**config.mk**
```make
export PLATFORM = sky130hd
export DESIGN_NAME = data_memory
export DESIGN_NICKNAME = d
export VERILOG_FILES = /design/src/rtl/data_memory.sv
export SDC_FILE = /design/constraint.sdc
export NUM_CORES = 1
export LEC_CHECK = 0
export CAP_MARGIN = 20
export CORE_UTILIZATION = 50
export CTS_CLUSTER_DIAMETER = 100
export DETAILED_ROUTE_END_ITERATION = 6
export PLACE_DENSITY = 0.77
export SLEW_MARGIN = 20
export SYNTH_ARGS = -nofsm -noshare
export SYNTH_HDL_FRONTEND = slang
export SYNTH_SLANG_ARGS = --single-unit
```
**constraint.sdc**
```tcl
create_clock -name clk -period 11.8 [get_ports clk]
set_input_delay 3.54 -clock clk [delete_from_list [all_inputs] [get_ports clk]]
set_output_delay 3.54 -clock clk [all_outputs]
set_load 0.01 [all_outputs]
```
**src/rtl/data_memory.sv**
```systemverilog
// Word-organised, byte-addressed data RAM for the memory stage of the 16-bit core.
// Synchronous writes, combinational gated reads, asynchronous clear of the whole array.
module data_memory #(
   parameter int DATA_WIDTH = 16,
   parameter int ADDR_WIDTH = 16,
   parameter int DEPTH      = 32
) (
   input  logic                  clk,
   input  logic                  rst_n,
   input  logic                  MEMORY_WRITE_ENABLE,
   input  logic                  MEMORY_READ_ENABLE,
   input  logic [ADDR_WIDTH-1:0] MEMORY_ACCESS_ADDR,
   input  logic [DATA_WIDTH-1:0] MEMORY_WRITE_DATA,
   output logic [DATA_WIDTH-1:0] MEMORY_READ_DATA
);

   localparam int                    IDX_W     = (DEPTH > 1) ? $clog2(DEPTH) : 1;
   localparam logic [ADDR_WIDTH-2:0] DEPTH_LIM = (ADDR_WIDTH-1)'(DEPTH);

   logic [DATA_WIDTH-1:0] mem [DEPTH];
   logic [ADDR_WIDTH-2:0] word_idx;
   logic [IDX_W-1:0]      mem_idx;
   logic                  in_range;
   logic                  unused_addr_lsb;

   // Byte address bit 0 is dropped: odd addresses alias the even word below.
   assign word_idx        = MEMORY_ACCESS_ADDR[ADDR_WIDTH-1:1];
   assign unused_addr_lsb = MEMORY_ACCESS_ADDR[0];
   assign in_range        = (word_idx < DEPTH_LIM);
   assign mem_idx         = word_idx[IDX_W-1:0];

   always_ff @(posedge clk or negedge rst_n) begin
      if (!rst_n) begin
         for (int i = 0; i < DEPTH; i++) begin
            mem[i] <= '0;
         end
      end else if (MEMORY_WRITE_ENABLE && in_range) begin
         mem[mem_idx] <= MEMORY_WRITE_DATA;
      end
   end

   // An enable that is not a solid 1 (including X/Z) falls through to zero.
   always_comb begin
      MEMORY_READ_DATA = '0;
      if (MEMORY_READ_ENABLE && in_range) begin
         MEMORY_READ_DATA = mem[mem_idx];
      end
   end

endmodule

```
=== Word level (Yosys, flattened, before mapping) ===
Cells that the tools add are included.

* Bits in registers: 512
* Logic and storage cells: 46

* Order comparisons: 3
* Mux-type cells: 7
* Bitwise logic cells: 1
* Reduce and logical (&&, ||, !) cells: 3

{| class="wikitable"
|+ Operators by type and width
! cell !! number
|-
| 512-bit bitwise mux || 1
|-
| 16-bit binary-select mux with 5-bit select || 1
|-
| 16-bit demux with 5-bit select || 1
|-
| 16-bit 2-to-1 mux || 4
|-
| 15-bit by 6-bit < comparator with 1-bit output, second input constant || 1
|-
| 6-bit >= comparator, second input constant || 1
|-
| 6-bit by 1-bit < comparator with 1-bit output, second input constant || 1
|-
| 5-bit NOT with 6-bit output || 1
|-
| 1-bit logical AND || 3
|}

=== Logic depth before layout (Yosys ltp) ===
Gate-level depths: netlist of the first run.

* Depth after elaboration: 6
* Depth in mapped cells: 9

=== Worst setup path before layout of the first run ===
OpenSTA, ideal clock, no wires.

* Path kind: input-to-output
* Start: input port MEMORY_ACCESS_ADDR[1]
* End: output port MEMORY_READ_DATA[14]
* Arrival: 5.285 ns
* Data required time: 8.260 ns
* Setup slack: 2.975 ns
* Stages on the path: 6
* Path buffers: 3
* Path through: buf_2 > buf_2 > buf_2 > mux4_2 > a221oi_1 > a21oi_1

* Cells in the longest elaborated chain, start to end: 5
* Elaborated cells between the ends (all ways): 7
* Classes of those cells: 1 x order compare; 4 x mux; 1 x bitwise; 1 x reduce/logical

{| class="wikitable"
|+ Ends and longest elaborated chain
! element !! line !! RTL
|-
| from (decl) || 12 || <nowiki>input logic [ADDR_WIDTH-1:0] MEMORY_ACCESS_ADDR,</nowiki>
|-
| 5-bit NOT with 6-bit output (implied by the code) || 46 || <nowiki>MEMORY_READ_DATA = mem[mem_idx];</nowiki>
|-
| 16-bit binary-select mux with 5-bit select || 46 ||
|-
| 16-bit 2-to-1 mux (implied by the code) (2 in a row) || 46 ||
|-
| 16-bit 2-to-1 mux (*) || 45 || <nowiki>if (MEMORY_READ_ENABLE && in_range) begin</nowiki>
|-
| to (decl) || 14 || <nowiki>output logic [DATA_WIDTH-1:0] MEMORY_READ_DATA</nowiki>
|}

Every way passes the cells marked *; elsewhere a longest branch is shown, timed or not. The select of a mux whose other input is x is not followed.

=== Worst setup path in the final report of the first run ===
* Start: input port MEMORY_ACCESS_ADDR[5]
* End: output port MEMORY_READ_DATA[14]

Same word-level chain as after synthesis.

==> flow_metrics.tcl, run 1 <==
set metrics [dict create \
    postCtsHoldBufs 0 \
    clockPowerShare 0.461 \
    slew_headroom 0.247 \
    drive_above_1_share 0.518 \
    synth_edf_count 0 \
    rsz0062_at_grt "no" \
    crit_start "MEMORY_ACCESS_ADDR[5]" \
    cpPeakStageDelay_ns 0.80 \
    cp.required_ns 8.26 \
    largest_register "mem" \
    leakage_nw 12.5 \
    synth_seq_cells 512 \
    total_power_mw 3.55 \
    grt_pass1_wl_um 82200 \
    rows 79 \
    powerDensity_nw_per_um2 136 \
    worstPathArrival_ns 6.77 \
    first_pass_iters 6 \
    tightest_slew_ns 1.13 \
    critPathMostFrequentCell "clkdlybuf4s50_1" \
    ys.warnings.count 0 \
    async_flop_share 1.00 \
    cpMaxStageDelayCell "clkdlybuf4s50_1" \
    cts_resized 0 \
    combPwrFrac 0.043 \
    synth_area_um2 23700 \
    r2r_slack_ns 11.02 \
    antenna_cells 0 \
    hp-start "mem[456]" \
    cts_tree "done" \
    crit_family "buffers and inverters" \
    dieHeight_um 220 \
    violations "design-rule violations" \
    globalplace.congestion 0.770 \
    synthCells 1491 \
    start_util 0.508 \
    ys_types 45 \
    htree_levels 2 \
    drcViolationCount 10 \
    syn_to_final_growth_pct 9.75 \
    critPathBufInv 2 \
    hp-class "register to register" \
    ys.flop_type "dfrtp_1" \
    cts_num_sinks 512 \
    outcome "finished with violations" \
    nets 1514 \
    ios 52 \
    ys_seq_area_frac 0.541 \
    setup_viol_count_final 0 \
    final.period_utilization 0.874 \
    power.internal_mw 2.76 \
    dieArea_um2 48200 \
    layout_common_cells "dfrtp_1, mux2_2, mux4_2" \
    clk_latency_ns 0.58 \
    ir_drop_v 0.0000978 \
    root_buffer "clkbuf_16" \
    r2r_start "mem[357]" \
    p_switching_uw 786 \
    ant_nets 0 \
    cts_inserted_buffers 51 \
    numPortBuffers 50 \
    dpl.hpwl_um 31700 \
    grt_remaining_overflow 0 \
    first_global_vias 13600 \
    slew_violations 0 \
    cts_setup_buffers 0 \
    holdWs_ns 0.499 \
    rr_worst_depth 1 \
    wirelength_um 52500 \
    switching_share 0.222 \
    synth_nets 1527 \
    grt_use_total 0.227 \
    wl_per_cell_um 24.7 \
    pwr-share-seq 0.495 \
    fin_crit_ns 10.31 \
    antenna_found_initial 0 \
    num_vias 13000 \
    die_w_um 220 \
    skew_ns 0 \
    max-cap-violations 0 \
    layout_commonest_cell "dfrtp_1" \
    cp_cell_sequence "clkdlybuf4s50_1 -> and2_1 -> nand2_1 -> o22ai_1 -> o41ai_1 -> a21oi_1 -> clkdlybuf4s50_1" \
    largest_reg_flops 512 \
    grt_max_degree 166 \
    hold_viol_final 0 \
    cp-start-kind "input pin" \
    drt-initial-drc-count 840 \
    setup_tns_ns 0 \
    avgSynthCellArea_um2 15.9 \
    timing.rr.end "mem[357]" \
    cp_num_cells 7 \
    via_per_inst 6.11 \
    reg_top3 "mem: 512 flops" \
    fmax_ghz 0.0970 \
    clk_pin_slew_ns 0.06 \
    critPathKind "input pin to output port" \
    cts_buffer_depth 3 \
    worstPathMaxFanout 16 \
    core_um2 46700 \
    cp-endpoint "MEMORY_READ_DATA[14]" \
    cp-end-kind "output port" \
]
stage by stage:
stage,instance area [um2],worst slack (ns),cells,utilization
6_report,26000,1.49,2123,0.557
5_1_grt,26000,1.34,2123,0.557
4_1_cts,26000,1.60,2121,0.557
3_5_place_dp,24300,1.61,2030,0.521
3_3_place_gp,24300,1.68,2029,0.521
2_1_floorplan,23700,2.98,1491,-
Yosys cell counts, types with 5 or more instances:
master	n	area, um2
buf_2	25	125
mux4_2	121	2730
nor2_4	8	90.1
nor2_2	16	100
nor2_1	37	139
nand2_1	14	52.6
o22ai_1	18	113
o2111a_1	11	124
buf_1	5	18.8
clkbuf_1	69	259
o21bai_1	11	82.6
nor3_1	13	65.1
a221oi_1	5	43.8
mux2i_1	36	360
mux2_2	509	5730
buf_6	34	383
dfrtp_1	512	12800
cell type report:
class | instances | area [um2]
multi-input combinational | 842 | 10100
timing repair buffer | 71 | 674
clock buffer | 76 | 1540
fill | 3601 | 20700
tap | 607 | 759
clock inverter | 15 | 153
sequential | 512 | 12800
how the worst min path moves through the flow:
stage	to	slack, ns	cells after the start
after floorplan	mem[10]	0.45	1
after CTS	mem[456]	0.50	1
after detailed placement	mem[456]	0.49	1
after global routing	mem[209]	0.51	1
after global placement	mem[10]	0.46	1
final	mem[456]	0.50	1
metal layers:
layer / up-vias / share of wire / track usage / wire, um
met5: - / 0 / 0 / 0
met4: 0 / 0.019 / 0.0522 / 1020
met3: 75 / 0.068 / 0.0560 / 3580
met2: 344 / 0.48 / 0.363 / 25100
met1: 7077 / 0.43 / 0.315 / 22800
li1: 5468 / - / - / -
power by group through the flow:
stage	clock network (mW)	logic [mW]	registers, mW
after global placement	0	0.152	1.79
after global routing	1.74	0.167	1.76
after CTS	1.67	0.157	1.76
final	1.64	0.153	1.76
after detailed placement	0	0.156	1.79
after floorplan	0	0.0758	1.79
logic make-up (layout without fill, tap and decap cells):
kind of cell	Yosys count	in the layout	share of synthesized area
multiplexers	670	670	0.374
flip-flops	512	512	0.541
buffers and inverters	137	162	0.0359
AND/OR/NAND/NOR	119	119	0.0307
AO/OA/AOI/OAI	53	53	0.0180
Note: power is estimated with default switching activity, not from simulation.
==> inputs of run 2 (changes only) <==
CORE_MARGIN = 3   (was default)
==> flow_metrics.tcl, run 2 (same netlist as run 1, synthesis figures left out) <==
set metrics [dict create \
    outcome "finished clean" \
    cpMaxStageDelayCell "clkdlybuf4s50_1" \
    post-place-ws_ns 1.60 \
    root_buffer "clkbuf_16" \
    powerDensity_nw_per_um2 138 \
    cp_cell_sequence "clkdlybuf4s50_1 -> and2_1 -> nand2_1 -> o22ai_1 -> o41ai_1 -> a21oi_1 -> clkdlybuf4s50_1" \
    rr_worst_depth 1 \
    fmax_ghz 0.0978 \
    cp.required_ns 8.26 \
    cp-end-kind "output port" \
    htree_levels 2 \
    cts_resized 0 \
    filler_cell_count 3683 \
    final_util 0.558 \
    globalplace.congestion 0.785 \
    worstHoldPathCells 1 \
    hold_viol_final 0 \
    cp_num_cells 7 \
    layout_common_cells "dfrtp_1, mux2_2, mux4_2" \
    via_per_inst 6.10 \
    leakage_nw 12.5 \
    critPathKind "input pin to output port" \
    final.period_utilization 0.866 \
    cts_buffer_depth 3 \
    worstPathMaxFanout 16 \
    ir_drop_v 0.0000930 \
    max-cap-violations 0 \
    num_vias 13000 \
    dpl.hpwl_um 32100 \
    hp-class "register to register" \
    nets 1512 \
    rsz0062_at_grt "no" \
    rows 79 \
    wl_per_cell_um 24.6 \
    core_um2 46700 \
    wirelength_um 52400 \
    first_global_vias 13700 \
    critPathMostFrequentCell "clkdlybuf4s50_1" \
    tightest_slew_ns 1.19 \
    drt-initial-drc-count 828 \
    fin_ws_ns 1.58 \
    drcViolationCount 0 \
    holdWs_ns 0.490 \
    skew_ns 0 \
    slew_headroom 0.205 \
    cts_inserted_buffers 51 \
    die_w_um 224 \
    worstPathArrival_ns 6.68 \
    dieHeight_um 224 \
    numPortBuffers 50 \
    grt_use_total 0.213 \
    critPathBufInv 2 \
    clk_latency_ns 0.58 \
    largest_register "mem" \
    dieArea_um2 50000 \
    total_power_mw 3.59 \
    antenna_found_initial 1 \
    reg_top3 "mem: 512 flops" \
    postCtsHoldBufs 0 \
    fin_crit_ns 10.22 \
    place_inst 2029 \
    grt_pass1_wl_um 82400 \
    grt_remaining_overflow 0 \
    cts_setup_buffers 0 \
    crit_family "buffers and inverters" \
    largest_reg_flops 512 \
    layout_commonest_cell "dfrtp_1" \
    cpPeakStageDelay_ns 0.79 \
    first_pass_iters 5 \
    dpl_cell_area_um2 24300 \
    final_cells 2125 \
    antenna_cells 0 \
    ant_nets 0 \
    drive_above_1_share 0.523 \
    start_util 0.508 \
    clk_pin_slew_ns 0.06 \
    setup_viol_count_final 0 \
    fin_area_um2 26000 \
    syn_to_final_growth_pct 9.84 \
    cts_num_sinks 512 \
    ios 52 \
    grt_max_degree 185 \
    cp-start-kind "input pin" \
    setup_tns_ns 0 \
    cts_tree "done" \
    slew_violations 0 \
]
[run 2: changes by cell type in the layout (fill, tap and decap cells not counted)]
cell / before / now
clkbuf_8: 14 / 15
clkinv_2: 11 / 16
buf_4: 14 / 16
clkbuf_1: 10 / 6
nor2_4: 14 / 16
buf_12: 4 / 1
buf_6: 4 / 2
buf_16: 0 / 1
nor2_2: 10 / 8
buf_2: 11 / 13
bufinv_16: 3 / 4
clkinv_4: 0 / 1
clkdlybuf4s50_1: 36 / 34
[run 2: worst paths after layout]
kind                                             from              endpoint  slack, ns
worst max-delay path            MEMORY_ACCESS_ADDR[5]  MEMORY_READ_DATA[14]       1.58
worst min-delay path                          mem[10]               mem[10]       0.49
worst max register to register               mem[507]              mem[507]      11.01
worst min register to register                mem[10]               mem[10]       0.49
max in group asynchronous                       rst_n              mem[375]       7.06
min in group asynchronous                       rst_n               mem[50]       2.86
[run 2: layout make-up]
type	count	area (um2)	area share
multi-input combinational	842	10100	0.387
clock inverter	22	216	0.00832
tap	607	759	0.0292
timing repair buffer	69	624	0.0240
sequential	512	12800	0.492
clock buffer	73	1540	0.0592
[run 2: power breakdown]
group	internal, mW	switching, mW	total (mW)
Clock	0.995	0.685	1.68
Sequential	1.76	0.000560	1.76
Combinational	0.0394	0.110	0.149
[run 2: layer usage]
metal	wire length, um	GRT usage
met1	23100	0.302
met2	25700	0.348
met3	2620	0.0345
met4	959	0.0539
met5	9	0
